--- config.mk ---
export PLATFORM = sky130hd
export DESIGN_NAME = fetch_unit
export DESIGN_NICKNAME = d
export VERILOG_FILES = /design/src/rtl/fetch_unit.sv
export SDC_FILE = /design/constraint.sdc
export NUM_CORES = 1
export LEC_CHECK = 0
export ABC_AREA = 1
export BUFFER_PORTS_ARGS = -buffer_cell sky130_fd_sc_hd__buf_2
export CORE_UTILIZATION = 31
export CTS_CLUSTER_SIZE = 20
export DETAILED_ROUTE_END_ITERATION = 8
export GPL_TIMING_DRIVEN = 1
export PLACE_DENSITY_LB_ADDON = 0.1
export SLEW_MARGIN = 20
export SYNTH_ARGS = -nofsm -noshare
export SYNTH_HDL_FRONTEND = slang
export SYNTH_SLANG_ARGS = --single-unit
--- constraint.sdc ---
create_clock -name clk -period 5.25 [get_ports clk]
set_clock_uncertainty 0.05 [all_clocks]
set_input_delay 0.525 -clock clk [delete_from_list [all_inputs] [get_ports clk]]
set_output_delay 0.525 -clock clk [all_outputs]
set_load 0.02 [all_outputs]
--- src/rtl/fetch_unit.sv ---
// fetch_unit: single-outstanding instruction fetch stage feeding one IF/ID slot,
// with MIPS-style branch delay slot handling and redirect targets resolved in decode.
// Optional build macro FETCH_PERF_COUNTERS_EN adds saturating delivered/bubble
// counters; without it both counter outputs are tied to zero.
module fetch_unit #(
    parameter logic [31:0] RESET_PC = 32'h0000_0000
) (
    input  logic        clk,
    input  logic        rst,
    output logic        imem_req,
    output logic [31:0] imem_addr,
    input  logic        imem_ready,
    input  logic        imem_rvalid,
    input  logic [31:0] imem_rdata,
    input  logic        stall,
    input  logic        jump_branch,
    input  logic        jump_target,
    input  logic        jump_reg,
    input  logic [31:0] jr_pc,
    output logic [31:0] pc_id,
    output logic [31:0] instr_id,
    output logic        valid_id,
    output logic [31:0] fetch_count,
    output logic [31:0] bubble_count
);

    typedef enum logic [1:0] {
        IDLE,
        REQ,
        WAIT
    } state_t;

    state_t      state;
    state_t      state_next;

    logic [31:0] fetch_pc;
    logic [31:0] fetch_pc_next;
    logic [31:0] req_pc;
    logic        pending;
    logic        pending_next;
    logic [31:0] pending_target;
    logic [31:0] pending_target_next;

    logic        consume;
    logic        issue;
    logic        response;
    logic        redirect;
    logic        slot_unissued;
    logic        slot_issued;
    logic [31:0] pc_plus4;
    logic [31:0] target;

    assign consume       = valid_id & ~stall;
    assign issue         = imem_req & imem_ready;
    assign response      = (state == WAIT) & imem_rvalid;
    assign redirect      = consume & (jump_branch | jump_target | jump_reg);
    assign pc_plus4      = pc_id + 32'd4;
    assign slot_unissued = (fetch_pc == pc_plus4);
    assign slot_issued   = (fetch_pc == pc_id + 32'd8);
    assign imem_addr     = fetch_pc;

    // Redirect target for the instruction in the IF/ID slot (register > jump > branch)
    always_comb begin
        target = pc_plus4 + {{14{instr_id[15]}}, instr_id[15:0], 2'b00};
        if (jump_reg) begin
            target = jr_pc;
        end else if (jump_target) begin
            target = {pc_plus4[31:28], instr_id[25:0], 2'b00};
        end
    end

    // FSM next state and request strobe; a request only goes out when the slot is free or draining
    always_comb begin
        state_next = state;
        imem_req   = 1'b0;
        case (state)
            IDLE: state_next = REQ;
            REQ: begin
                imem_req = ~valid_id | consume;
                if (imem_req && imem_ready) begin
                    state_next = WAIT;
                end
            end
            WAIT: begin
                if (imem_rvalid) begin
                    state_next = REQ;
                end
            end
            default: state_next = IDLE;
        endcase
    end

    // Fetch PC sequencing: the delay slot is always fetched before the target.
    // When the slot has not issued yet, the target is parked until the slot's issue
    // (or applied at once if the slot issues in the same cycle as the redirect).
    always_comb begin
        fetch_pc_next       = fetch_pc;
        pending_next        = pending;
        pending_target_next = pending_target;
        if (redirect && slot_issued) begin
            fetch_pc_next = target;
        end else if (issue) begin
            if (redirect && slot_unissued) begin
                fetch_pc_next = target;
            end else if (pending) begin
                fetch_pc_next = pending_target;
                pending_next  = 1'b0;
            end else begin
                fetch_pc_next = fetch_pc + 32'd4;
            end
        end else if (redirect && slot_unissued) begin
            pending_next        = 1'b1;
            pending_target_next = target;
        end
    end

    // State, fetch PC, outstanding request address and redirect bookkeeping
    always_ff @(posedge clk) begin
        if (rst) begin
            state          <= IDLE;
            fetch_pc       <= RESET_PC;
            req_pc         <= '0;
            pending        <= 1'b0;
            pending_target <= '0;
        end else begin
            state          <= state_next;
            fetch_pc       <= fetch_pc_next;
            pending        <= pending_next;
            pending_target <= pending_target_next;
            if (issue) begin
                req_pc <= fetch_pc;
            end
        end
    end

    // IF/ID slot: load on response, empty on consume (instruction word reads zero when empty)
    always_ff @(posedge clk) begin
        if (rst) begin
            valid_id <= 1'b0;
            pc_id    <= '0;
            instr_id <= '0;
        end else if (response) begin
            valid_id <= 1'b1;
            pc_id    <= req_pc;
            instr_id <= imem_rdata;
        end else if (consume) begin
            valid_id <= 1'b0;
            instr_id <= '0;
        end
    end

`ifdef FETCH_PERF_COUNTERS_EN
    logic [31:0] fetch_cnt;
    logic [31:0] bubble_cnt;

    // Saturating delivered-instruction and empty-slot counters
    always_ff @(posedge clk) begin
        if (rst) begin
            fetch_cnt  <= '0;
            bubble_cnt <= '0;
        end else begin
            if (response && fetch_cnt != '1) begin
                fetch_cnt <= fetch_cnt + 32'd1;
            end
            if (!valid_id && state != IDLE && bubble_cnt != '1) begin
                bubble_cnt <= bubble_cnt + 32'd1;
            end
        end
    end

    assign fetch_count  = fetch_cnt;
    assign bubble_count = bubble_cnt;
`else
    assign fetch_count  = '0;
    assign bubble_count = '0;
`endif

endmodule

==> results.md <==
- The flow ran to the end, and the final reports show no timing, DRC or antenna violations.
- CTS placed an instance of clkbuf_16 at the clock tree root.
- The number of nets at the end of the flow is 2,401.
- The core area is 41,300 µm².
- Across the VDD grid, the largest voltage drop is 0.000194 V.
- The critical path goes through ha_1, nand3_1, nor2_1, nand2_1, inv_1, nand2_1, nand2_1, ha_1, a21o_1, a21boi_0, o21ai_0, a21oi_1, xor2_1, nand2_1, a22oi_1, a21oi_1, nor2_1, nor2_1.
- The final hold violation count is 0.
- Summed over all failing endpoints, the final setup total negative slack is 0 ns.
- The share of async-settable or async-resettable flops after synthesis is 0.
- The number of primary I/O pins is 234.
- Detailed placement ended at an HPWL of 48,200 µm.
- The clock passes through at most 2 buffers.
- The total global-route track usage is 0.280.
- Setup violations remaining at the end of the flow were counted as 0.
- The number of enable-type register cells in the synthesized netlist is 0.
- The count of antenna-violating nets left after detailed routing is 0.
- The pin count of the biggest net entering global routing is 63.
- In this run the cell area of the synthesized design comes to 13,100 µm².
- The critical path arrival is 4.82 ns.
- The element type at the critical path start is a register.
- The count of buffers added on input and output ports is 169.
- For the pin with the worst max-slew slack, the measured transition is 0.832 ns.
- The row count is 74.
- The synthesized design contains 164 register bits.
- Measured against its own limit, the worst slew margin works out to 0.445.
- On the critical path the largest part of the delay comes from compound AO/OA/AOI/OAI gates.
- The number of levels in the clock H-tree is 4.
- The post-synthesis share of cell area spent on and, or, nand and nor gates is 0.374.
- The fraction of the mapped netlist area in compound gates came to 0.167.
- The total setup buffers inserted after CTS is 0.
- Of the total synthesized cell area, the portion taken by full adders, half adders and majority gates is 0.0378.
- The number of antenna violations at the first check in global routing was 2.
- The number of global-route vias before repair was 13,720.
- The number of design-rule violations left by the first detailed-router iteration is 1,273.
- For this design the ratio of total power to cell area is 224 nW/µm².
- The fraction of synthesized area in multiplexers is 0.000764.
- The total overflow left after global routing is 0.
- The worst path required time is 5.56 ns.
- The number of vias in the routed layout is 14,894.
- Summed over all layers, the routed wires come to 61,300 µm.
- The CTS tree is yes.
- Setup repair after global routing left no endpoint under its margin.
- The max-slew violation total from the final report is 0.
- From left edge to right edge, the die measures 208 µm.
- After detailed routing, the number of remaining DRC violations is 0.
- In the finished design, the share of the clock period the worst path needs comes to 0.860.
- The average cell area after synthesis is 6.04 µm².
- The number of synthesis warnings is 0.
- The count of TritonRoute iterations in the first routing pass is 7.
- The distinct cell type count after synthesis is 40.
- Of all nets on the critical path, the largest fanout is 8.
- The worst setup path is captured at a register.
- For this run, the leading register cell type out of synthesis is dfxtp_1.
- The critical path in this run is classified as register to register.
- The per-cell via count in the routed design is 5.25.
- Of the post-synthesis cell area, the dominant cell type holds 0.251.
- Routability-driven placement finished with a final weighted congestion of 0.978.
- At the placement stage, the worst setup path has a slack of 0.925 ns.
- The most prevalent standard cell on the critical path is nand2_1.
- For this design, the CTS-stage hold fixing added 0 buffers.
- The first-pass GRT wire length is 89,100 µm.
- The reported leakage power is 6.76 nW.
- The XOR/XNOR share of the synthesized area is 0.0516.
- After clock tree synthesis, the repair step resized 0 gates.
- The highest attainable clock frequency is 0.221 GHz.
- Ranked by total cell area, the synthesized netlist is headed by dfxtp_1, nand2_1, nand3_1.
- The area of the die is 43,100 µm².
- The final critical-path required period is 4.52 ns.
- In the final layout, the share of cells above drive strength 1 is 0.117.
- The worst-case setup margin in the final layout is 0.734 ns.
- Together, buffers and inverters on the worst path number 1.
- In this design, the stage delay of the slowest critical-path cell is 0.47 ns.
- The initial utilization of the core area, before any placement, comes to 0.317.
- Overall power consumption after layout is estimated at 3.33 mW.
- Synthesis produced a netlist whose cell count is 2,171.
- For this run, the register share of the synthesized area comes to 0.251.
- The average wire per cell in the routed design is 21.6 µm.
- The cell at the slowest stage of the critical path is dfxtp_1.
- The CTS buffer count is 17.
- After clock tree synthesis, the clock-pin slew on the worst setup and hold paths is 0.08 ns.
- Relative to the synthesized area, the layout overhead comes to 13.3%.
- The count of maximum capacitance violations is 0.
- The final non-filler cell total is 2,837.
- The number of sinks driven by the clock tree is 164.
- The class of the tightest hold or removal check is primary input to register.
- From bottom edge to top edge, the die measures 208 µm.
- The placed instance count is 2,803.
- For the worst-skew pair, the clock arrives at the later sink with an insertion delay of 0.47 ns.
- By area, the combinational part of the netlist is dominated by simple AND/OR/NAND/NOR gates.
- The largest area contributor in the netlist is dfxtp_1.
==> cells in the final DEF, fill, tap and decap left out, types with 32 or more instances in the layout <==
cell type    n
nand2_1    568
nor2_1     263
nand3_1    211
a21oi_1    181
buf_2      169
dfxtp_1    164
inv_1      157
o21ai_0    137
conb_1      64
xor2_1      50
nand4_1     47
ha_1        38
buf_4       32
==> cell usage after synthesis (10+ instances only) <==
cell and number:
buf_4 70, nor2_1 263, xor2_1 50, nand3_1 212, inv_1 157, nor2_2 15
a22oi_1 24, buf_1 10, nand2_1 568, nand4_1 47, a21oi_1 181, clkbuf_1 65
dfxtp_1 164, o21a_1 24, xnor2_1 22, a21boi_0 10, nor3_1 24, buf_2 19
o21ai_0 137, ha_1 38
==> registers in the layout, indices dropped and copies added (netlist names) <==
signal and flops:
valid_id 1, state 2, imem_addr 32, pending 1
instr_id 32, pending_target 32, pc_id 32, req_pc 32
==> worst min-delay path, stage by stage <==
cell and delay, ns:
buf_2 0.10, nand4_1 0.07, a21oi_1 0.06
==> final timing paths <==
kind / from / to / slack, ns / cells after the start
setup / recovery: pc_id[3] / imem_addr[18] / 0.73 / 18
setup reg to reg: pc_id[3] / imem_addr[18] / 0.73 / 18
hold reg to reg: pending_target[0] / pending_target[0] / 0.43 / 2
hold / removal: imem_rdata[9] / instr_id[9] / 0.28 / 3
==> cell families (layout without fill, tap and decap cells) <==
logic type,count (synthesis),count (layout)
flops,164,164
simple gates,1158,1158
other cells,1,66
mux,1,1
xor+xnor,74,74
buf+inv,334,403
fa+ha+maj,39,39
compound gates,400,400
==> metrics by stage <==
| step | hold slack [ns] | utilization | cell area [µm²] |
|---|---|---|---|
| 2_1_floorplan | 0.399 | - | 13300 |
| 3_3_place_gp | 0.414 | 0.344 | 14200 |
| 3_5_place_dp | 0.422 | 0.344 | 14200 |
| 4_1_cts | 0.255 | 0.360 | 14800 |
| 5_1_grt | 0.278 | 0.360 | 14900 |
| 6_report | 0.279 | 0.360 | 14900 |
==> layer usage <==
metal	track usage	wire [µm]
met2	0.435	27300
met4	0.124	2510
met5	0	0
met1	0.377	27500
met3	0.0517	4010
==> power breakdown <==
group	total [mW]	switching, mW	internal (mW)
Sequential	1.34	0.0593	1.28
Combinational	0.596	0.421	0.176
Clock	1.39	0.617	0.768
==> area by class of cell <==
type                    instances  area (µm²)
diodes                          2        5.00
flip-flops and latches        164        3280
inverters                     168         631
well taps                     532         666
fillers                      4635       26400
repair buffers                203        1130
clock buffers                  19         433
multi-input cells            1736        8520
clock inverters                13         190
Note: power is estimated with default switching activity, not from simulation.
